==> src/rtl/cpu_regfile_pkg.sv <==
// Shared CPU datapath constants and types for the register file slice.
package cpu_pkg;

  localparam int unsigned CPU_DATA_W = 8;
  localparam int unsigned CPU_ADDR_W = 2;
  localparam logic [CPU_DATA_W-1:0] CPU_RST_VAL = '0;

  typedef logic [CPU_ADDR_W-1:0] reg_addr_t;

endpackage

==> src/rtl/cpu_regfile_if.sv <==
// Decoder-to-register-file bus: write strobe/address/data, two read ports, debug views.
interface cpu_regfile_if
  import cpu_pkg::*;
#(
  parameter int unsigned DATA_W = CPU_DATA_W,
  parameter int unsigned ADDR_W = CPU_ADDR_W
);
  localparam int unsigned DEPTH = 1 << ADDR_W;

  logic                      wr_n;
  logic [ADDR_W-1:0]         wa;
  logic [DATA_W-1:0]         wd;
  logic                      rd_en;
  logic [ADDR_W-1:0]         ra_a;
  logic [ADDR_W-1:0]         ra_b;
  logic                      clr;
  logic [DATA_W-1:0]         rdata_a;
  logic [DATA_W-1:0]         rdata_b;
  logic [DEPTH-1:0]          dirty;
  logic [DATA_W*DEPTH-1:0]   dbg_regs;

  modport master (
    output wr_n, wa, wd, rd_en, ra_a, ra_b, clr,
    input  rdata_a, rdata_b, dirty, dbg_regs
  );

  modport slave (
    input  wr_n, wa, wd, rd_en, ra_a, ra_b, clr,
    output rdata_a, rdata_b, dirty, dbg_regs
  );

endinterface

==> src/rtl/cpu_regfile_rdport.sv <==
// One registered read port: address mux over the flattened file, output register.
// REGFILE_BYPASS_EN selects write-through of same-edge write data; otherwise read-before-write.
module regfile_rdport
  import cpu_pkg::*;
#(
  parameter int unsigned DATA_W = CPU_DATA_W,
  parameter int unsigned ADDR_W = CPU_ADDR_W,
  parameter int unsigned DEPTH  = 1 << ADDR_W
) (
  input  logic                    clk,
  input  logic                    rst_n,
  input  logic                    i_rd_en,
  input  logic [ADDR_W-1:0]       i_ra,
  input  logic [DATA_W*DEPTH-1:0] i_regs,
  input  logic                    i_wr_en,
  input  logic [ADDR_W-1:0]       i_wa,
  input  logic [DATA_W-1:0]       i_wd,
  output logic [DATA_W-1:0]       o_rdata
);

  logic [DATA_W-1:0] w_sel;
  logic [DATA_W-1:0] r_rdata;

  always_comb begin
    w_sel = i_regs[i_ra*DATA_W +: DATA_W];
`ifdef REGFILE_BYPASS_EN
    if (i_wr_en && (i_ra == i_wa)) w_sel = i_wd;
`endif
  end

`ifndef REGFILE_BYPASS_EN
  logic w_unused_bypass;
  assign w_unused_bypass = ^{i_wr_en, i_wa, i_wd};
`endif

  always_ff @(posedge clk or negedge rst_n) begin
    if (!rst_n) begin
      r_rdata <= '0;
    end else if (i_rd_en) begin
      r_rdata <= w_sel;
    end
  end

  assign o_rdata = r_rdata;

endmodule

==> src/rtl/cpu_regfile.sv <==
// Parametrised register file: one write port, two registered read ports, bulk clear,
// dirty tracking and flattened debug view. Optional macro: REGFILE_BYPASS_EN.
module cpu_regfile
  import cpu_pkg::*;
#(
  parameter int unsigned       DATA_W  = CPU_DATA_W,
  parameter int unsigned       ADDR_W  = CPU_ADDR_W,
  parameter logic [DATA_W-1:0] RST_VAL = DATA_W'(CPU_RST_VAL)
) (
  input logic          clk,
  input logic          rst_n,
  cpu_regfile_if.slave bus
);

  localparam int unsigned DEPTH = 1 << ADDR_W;

  logic [DATA_W-1:0]       r_mem [DEPTH];
  logic [DEPTH-1:0]        r_dirty;
  logic [DATA_W*DEPTH-1:0] w_regs;
  logic                    w_wr_en;

  // Clear outranks a simultaneous write; the read ports still see pre-edge contents.
  assign w_wr_en = !bus.wr_n && !bus.clr;

  always_ff @(posedge clk or negedge rst_n) begin
    if (!rst_n) begin
      r_mem   <= '{default: RST_VAL};
      r_dirty <= '0;
    end else if (bus.clr) begin
      r_mem   <= '{default: RST_VAL};
      r_dirty <= '0;
    end else if (w_wr_en) begin
      r_mem[bus.wa]   <= bus.wd;
      r_dirty[bus.wa] <= 1'b1;
    end
  end

  for (genvar g = 0; g < DEPTH; g++) begin : g_flat
    assign w_regs[g*DATA_W +: DATA_W] = r_mem[g];
  end

  assign bus.dirty    = r_dirty;
  assign bus.dbg_regs = w_regs;

  regfile_rdport #(
    .DATA_W (DATA_W),
    .ADDR_W (ADDR_W),
    .DEPTH  (DEPTH)
  ) u_rd_a (
    .clk     (clk),
    .rst_n   (rst_n),
    .i_rd_en (bus.rd_en),
    .i_ra    (bus.ra_a),
    .i_regs  (w_regs),
    .i_wr_en (w_wr_en),
    .i_wa    (bus.wa),
    .i_wd    (bus.wd),
    .o_rdata (bus.rdata_a)
  );

  regfile_rdport #(
    .DATA_W (DATA_W),
    .ADDR_W (ADDR_W),
    .DEPTH  (DEPTH)
  ) u_rd_b (
    .clk     (clk),
    .rst_n   (rst_n),
    .i_rd_en (bus.rd_en),
    .i_ra    (bus.ra_b),
    .i_regs  (w_regs),
    .i_wr_en (w_wr_en),
    .i_wa    (bus.wa),
    .i_wd    (bus.wd),
    .o_rdata (bus.rdata_b)
  );

endmodule

==> src/flat_wrapper.sv <==
// flat-port wrapper written by rule: the top's interface ports become plain ports
module cpu_regfile_flat import cpu_pkg::*;
#(
  parameter int unsigned       DATA_W  = CPU_DATA_W,
  parameter int unsigned       ADDR_W  = CPU_ADDR_W,
  parameter logic [DATA_W-1:0] RST_VAL = DATA_W'(CPU_RST_VAL)
)
  (clk, rst_n, bus_wr_n, bus_wa, bus_wd, bus_rd_en, bus_ra_a, bus_ra_b, bus_clr, bus_rdata_a, bus_rdata_b, bus_dirty, bus_dbg_regs);
  cpu_regfile_if #(.DATA_W(DATA_W), .ADDR_W(ADDR_W)) bus_i ();
  input logic clk;
  input logic rst_n;
  input wire logic [$bits(bus_i.wr_n)-1:0] bus_wr_n;
  input wire logic [$bits(bus_i.wa)-1:0] bus_wa;
  input wire logic [$bits(bus_i.wd)-1:0] bus_wd;
  input wire logic [$bits(bus_i.rd_en)-1:0] bus_rd_en;
  input wire logic [$bits(bus_i.ra_a)-1:0] bus_ra_a;
  input wire logic [$bits(bus_i.ra_b)-1:0] bus_ra_b;
  input wire logic [$bits(bus_i.clr)-1:0] bus_clr;
  output wire logic [$bits(bus_i.rdata_a)-1:0] bus_rdata_a;
  output wire logic [$bits(bus_i.rdata_b)-1:0] bus_rdata_b;
  output wire logic [$bits(bus_i.dirty)-1:0] bus_dirty;
  output wire logic [$bits(bus_i.dbg_regs)-1:0] bus_dbg_regs;
  assign bus_i.wr_n = bus_wr_n;
  assign bus_i.wa = bus_wa;
  assign bus_i.wd = bus_wd;
  assign bus_i.rd_en = bus_rd_en;
  assign bus_i.ra_a = bus_ra_a;
  assign bus_i.ra_b = bus_ra_b;
  assign bus_i.clr = bus_clr;
  assign bus_rdata_a = bus_i.rdata_a;
  assign bus_rdata_b = bus_i.rdata_b;
  assign bus_dirty = bus_i.dirty;
  assign bus_dbg_regs = bus_i.dbg_regs;
  cpu_regfile #(.DATA_W(DATA_W), .ADDR_W(ADDR_W), .RST_VAL(RST_VAL)) u_core (.clk(clk), .rst_n(rst_n), .bus(bus_i));
endmodule
==> config.mk <==
export PLATFORM = sky130hd
export DESIGN_NAME = cpu_regfile_flat
export DESIGN_NICKNAME = d
export VERILOG_FILES = /design/src/rtl/cpu_regfile_pkg.sv /design/src/rtl/cpu_regfile_if.sv /design/src/rtl/cpu_regfile_rdport.sv /design/src/rtl/cpu_regfile.sv /design/src/flat_wrapper.sv
export SDC_FILE = /design/constraint.sdc
export NUM_CORES = 1
export LEC_CHECK = 0
export CORE_UTILIZATION = 25
export CTS_CLUSTER_SIZE = 20
export DETAILED_ROUTE_END_ITERATION = 10
export HOLD_SLACK_MARGIN = 0.1
export PLACE_DENSITY_LB_ADDON = 0.2
export SLEW_MARGIN = 20
export SYNTH_ARGS = -nofsm -noshare
export SYNTH_HDL_FRONTEND = slang
export SYNTH_HIERARCHICAL = 1
export SYNTH_SLANG_ARGS = --single-unit
==> constraint.sdc <==
create_clock -name clk -period 1.7 [get_ports clk]
set_clock_uncertainty 0.1 [all_clocks]
set_input_delay 0.34 -clock clk [delete_from_list [all_inputs] [get_ports clk]]
set_output_delay 0.34 -clock clk [all_outputs]
set_load 0.03 [all_outputs]
* After elaboration in Yosys (flattened, before gate mapping) *
Index checks and enable logic that the tools add are counted.

operators by class
  magnitude comparators = 4
  reductions and logical operators = 6
  bitwise logic cells = 2
  shift-type cells = 2
  multiplexer cells = 9

operators with widths
  cell                number
  $mux 32             2
  $shiftx 32x6->8     2
  $bwmux 32           1
  $demux 8 s2         1
  $mux 4              2
  $mux 8              1
  $or 4x4->4          1
  $ge 3x3->1 const B  1
  $logic_and 1x1->1   3
  $lt 2x3->1 const B  1
  $lt 3x1->1 const B  1
  $not 2->3           1
  $demux 1 s2         1
  $ge 2x1->1 const B  1
  $logic_not 1->1     2
  $reduce_bool 2->1   1
  $mux 1              1

word-level totals
  bits in registers = 52
  input bits = 19
  output and inout port bits = 52
  word-level logic and storage cells = 30

* Depth between registers and ports, before layout *
  word-level depth = 8
  depth in mapped cells = 4
  gate-level depth less buffers = 2

* Modules after synthesis *
Netlist, hierarchy kept.

by module, submodules not included
  module          area an instance (sq um)  times used  seq. area each (sq um)  cells each
  cpu_regfile     1,609.0                   1           900.9                   131
  regfile_rdport  525.5                     2           200.2                   45

* Worst setup path before layout *
No wires, ideal clock.

  path kind = in2reg
  start = input bus_wr_n
  end = register u_core.r_mem (netlist bit u_core/bus.dbg_regs[10])
  arrival time = 0.973 ns
  stages on the path = 3
  buffers on the path = 1
  required time = 1.475 ns
  setup slack = 0.501 ns
  setup time = 0.125 ns
  cells stage by stage = or3b_1 buf_6 mux2i_1

on the way
  longest elaborated chain between the ends = 3

ends and longest elaborated chain
  element                        RTL line            source
  start, declared                flat_wrapper.sv:12  input wire logic [$bits(bus_i.wr_n)-1:0] bus_wr_n;
  $logic_not 1->1                cpu_regfile.sv:23   assign w_wr_en = !bus.wr_n && !bus.clr;
  $logic_and 1x1->1              cpu_regfile.sv:23
  $reduce_bool 2->1 (no line)    n/a
  end signal, assigned by index  cpu_regfile.sv:33   r_mem[bus.wa] <= bus.wd;
  end, declared                  cpu_regfile.sv:17   logic [DATA_W-1:0] r_mem [DEPTH];

Every way passes these cells.
A chain may end at the register's enable or synchronous reset.

* Worst setup path in the final report *
  start = register u_core.r_mem (netlist bit u_core/bus.dbg_regs[11])
  end = output bus_dbg_regs[11]

RTL lines
  element        RTL line            source
  end, declared  flat_wrapper.sv:22  output wire logic [$bits(bus_i.dbg_regs)-1:0] bus_dbg_regs;

No word-level cell between the ends.

==> results.ini <==
[synth]
yosysWarnings = 6
syn_area_per_cell_um2 = 12.1
syn_nets = 239
synth.cell_area_mm2 = 0.00266
syn-instance-count = 220

[cts]
clock_latency_ps = 300
cts-root-buf = clkbuf_8
postCtsSetupBuffers = 0
cts_made_buffers = 5
htree_levels = 2
clk_pin_slew_ps = 90
clk_path_buf_depth = 2
cts_sinks = 52
tritoncts = done

[critical_path]
required_ps = 1260
cpLargestDelayFamily = flip-flops
crit_buf_inv = 1
critical_path.slowest_cell = dfrtp_1
path_cells = dlygate4sd2_1
regToRegSetupSlack_ps = 600
start_kind = register
crit_path_end_kind = output port
cp.arrival_ps = 1160
crit_type = reg -> out
worst-path-max-fanout = 4
slowest_delay_ps = 440

[floorplan]
die-area_mm2 = 0.0110
ios = 71
core-area_mm2 = 0.0103
die_h_um = 105
initial_core_util_pct = 25.7
rows = 37
die_x_um = 105

[placement]
dpl.hpwl_mm = 5.18
place.gp.congestion = 0.728
pre_cts_ws_ps = -95.0
numPortBuffers = 70
dp.cells = 437
place_area_mm2 = 0.00364

[run]
max_cap_violations = 0

[sta]
fin_crit_sh_pct = 94.2
rsz0062_at_grt = false
slew-limit-headroom_pct = 79.0
fmax_mhz = 624
worstMarginPinSlew_ps = 316
finalSetupViolCount = 0
fin_crit_ps = 1600
fin_ws_ps = 98.3
hold_viol_final = 0
drv_slew = 0

[cells_and_area]
drive_gt1_share_pct = 11.3
fin_util_pct = 35.8
diodes = 0
fin_nets = 328
area_delta_synth_final_pct = 39.0
finalNonFillerCells = 446
final_area_mm2 = 0.00369

[global_route]
grt_pass1_wl_mm = 12.0
grt_overflow_total = 0
antenna_found_initial = 0
grt_max_degree = 53
gr-usage-all-layers_pct = 14.3
grt_pass1_vias = 2112

[routing]
wirelength_mm = 7.46
via_count = 2000
postRouteAntennaNets = 0
dr.pass1.iters = 4
vias_per_cell = 4.48
drt-initial-drc-count = 57
wl_per_cell_um = 16.7
drc = 0

[power]
internal-power_mw = 1.94
p_leak_nw = 1.97
switching_share_pct = 27.5
clkPwrFrac_pct = 31.6
p_seq_share_pct = 49.6
p_per_area_mw_per_mm2 = 723
ir_drop_uv = 299
power_frac_comb_pct = 18.8
p_sw_uw = 733
power_mw = 2.67

[worst_hold_path]
hold_path.class = reg -> reg

[status]
status = completed

-- layer usage --
layer | GRT usage (%) | part of all wire [%] | vias to the layer above
met3 | 2.99 | 4.5 | 6
met4 | 3.02 | 0.86 | 0
met2 | 23.0 | 46 | 52
met1 | 19.7 | 49 | 984
li1 | - | - | 958
met5 | 0 | 0 | -
-- through the flow --
stage	hold WS, ps	TNS [ps]
5_1_grt	433	0
6_report	404	0
2_1_floorplan	-55.6	0
3_3_place_gp	267	-1760
4_1_cts	405	0
3_5_place_dp	262	-2130
-- final timing paths --
check,startpoint,endpoint,cells past startpoint
worst max-delay path,u_core/bus.dbg_regs[11],bus_dbg_regs[11],1
worst min-delay path,u_core/u_rd_a/o_rdata[5],u_core/u_rd_a/o_rdata[5],2
worst max register to register,u_core/bus.dbg_regs[21],u_core/u_rd_b/o_rdata[5],3
worst min register to register,u_core/u_rd_a/o_rdata[5],u_core/u_rd_a/o_rdata[5],2
max in group asynchronous,rst_n,u_core/u_rd_a/o_rdata[6],3
min in group asynchronous,rst_n,u_core/u_rd_b/o_rdata[5],3
-- state kept, by name, summed over array words and instances, names as in the netlist --
name                   count
u_core/bus.dbg_regs       32
u_core/bus.dirty           4
u_core/u_rd_a/o_rdata      8
u_core/u_rd_b/o_rdata      8
-- cell usage in the layout (no fill, tap or decap) --
cell	count
a21oi_1	4
and3b_2	1
buf_12	4
buf_2	1
buf_4	22
bufinv_16	1
clkbuf_1	1
clkbuf_8	5
clkdlybuf4s50_1	17
clkinv_2	1
dfrtp_1	52
dlygate4sd2_1	52
dlygate4sd3_1	1
inv_1	4
mux2i_1	64
nand2_1	2
nand2b_1	58
nand3b_1	1
o221ai_1	16
or3_1	1
or3b_1	2
-- worst register-to-register path, delay by kind of cell, from the launching register on --
kind	cells	cell delay (ps)
AO/OA/AOI/OAI	1	140
multiplexers	1	190
flip-flops	1	390
buffers and inverters	1	140
-- power by group through the flow --
| stage | combinational [mW] | clock [mW] | sequential (mW) |
|---|---|---|---|
| 2_1_floorplan | 0.180 | 0 | 1.44 |
| 3_3_place_gp | 0.537 | 0 | 1.35 |
| 3_5_place_dp | 0.539 | 0 | 1.35 |
| 4_1_cts | 0.508 | 0.874 | 1.33 |
| 5_1_grt | 0.537 | 0.934 | 1.33 |
| 6_report | 0.502 | 0.844 | 1.32 |
-- area by class of cell --
| type | count | area (um^2) |
|---|---|---|
| Fill cell | 1055 | 6630 |
| Sequential cell | 52 | 1300 |
| Multi-Input combinational cell | 149 | 1210 |
| Timing Repair Buffer | 97 | 886 |
| Tap cell | 136 | 170 |
| Clock buffer | 6 | 72.6 |
| Clock inverter | 2 | 35.0 |
| Inverter | 4 | 15.0 |
-- repair_timing --
action                                 in CTS  in global routing
resized for setup                          52                  0
hold buffers                                1                  0
setup endpoints to repair                  52                  0
endpoints found under the hold margin      52                  0
(Power assumes the default switching activity.)
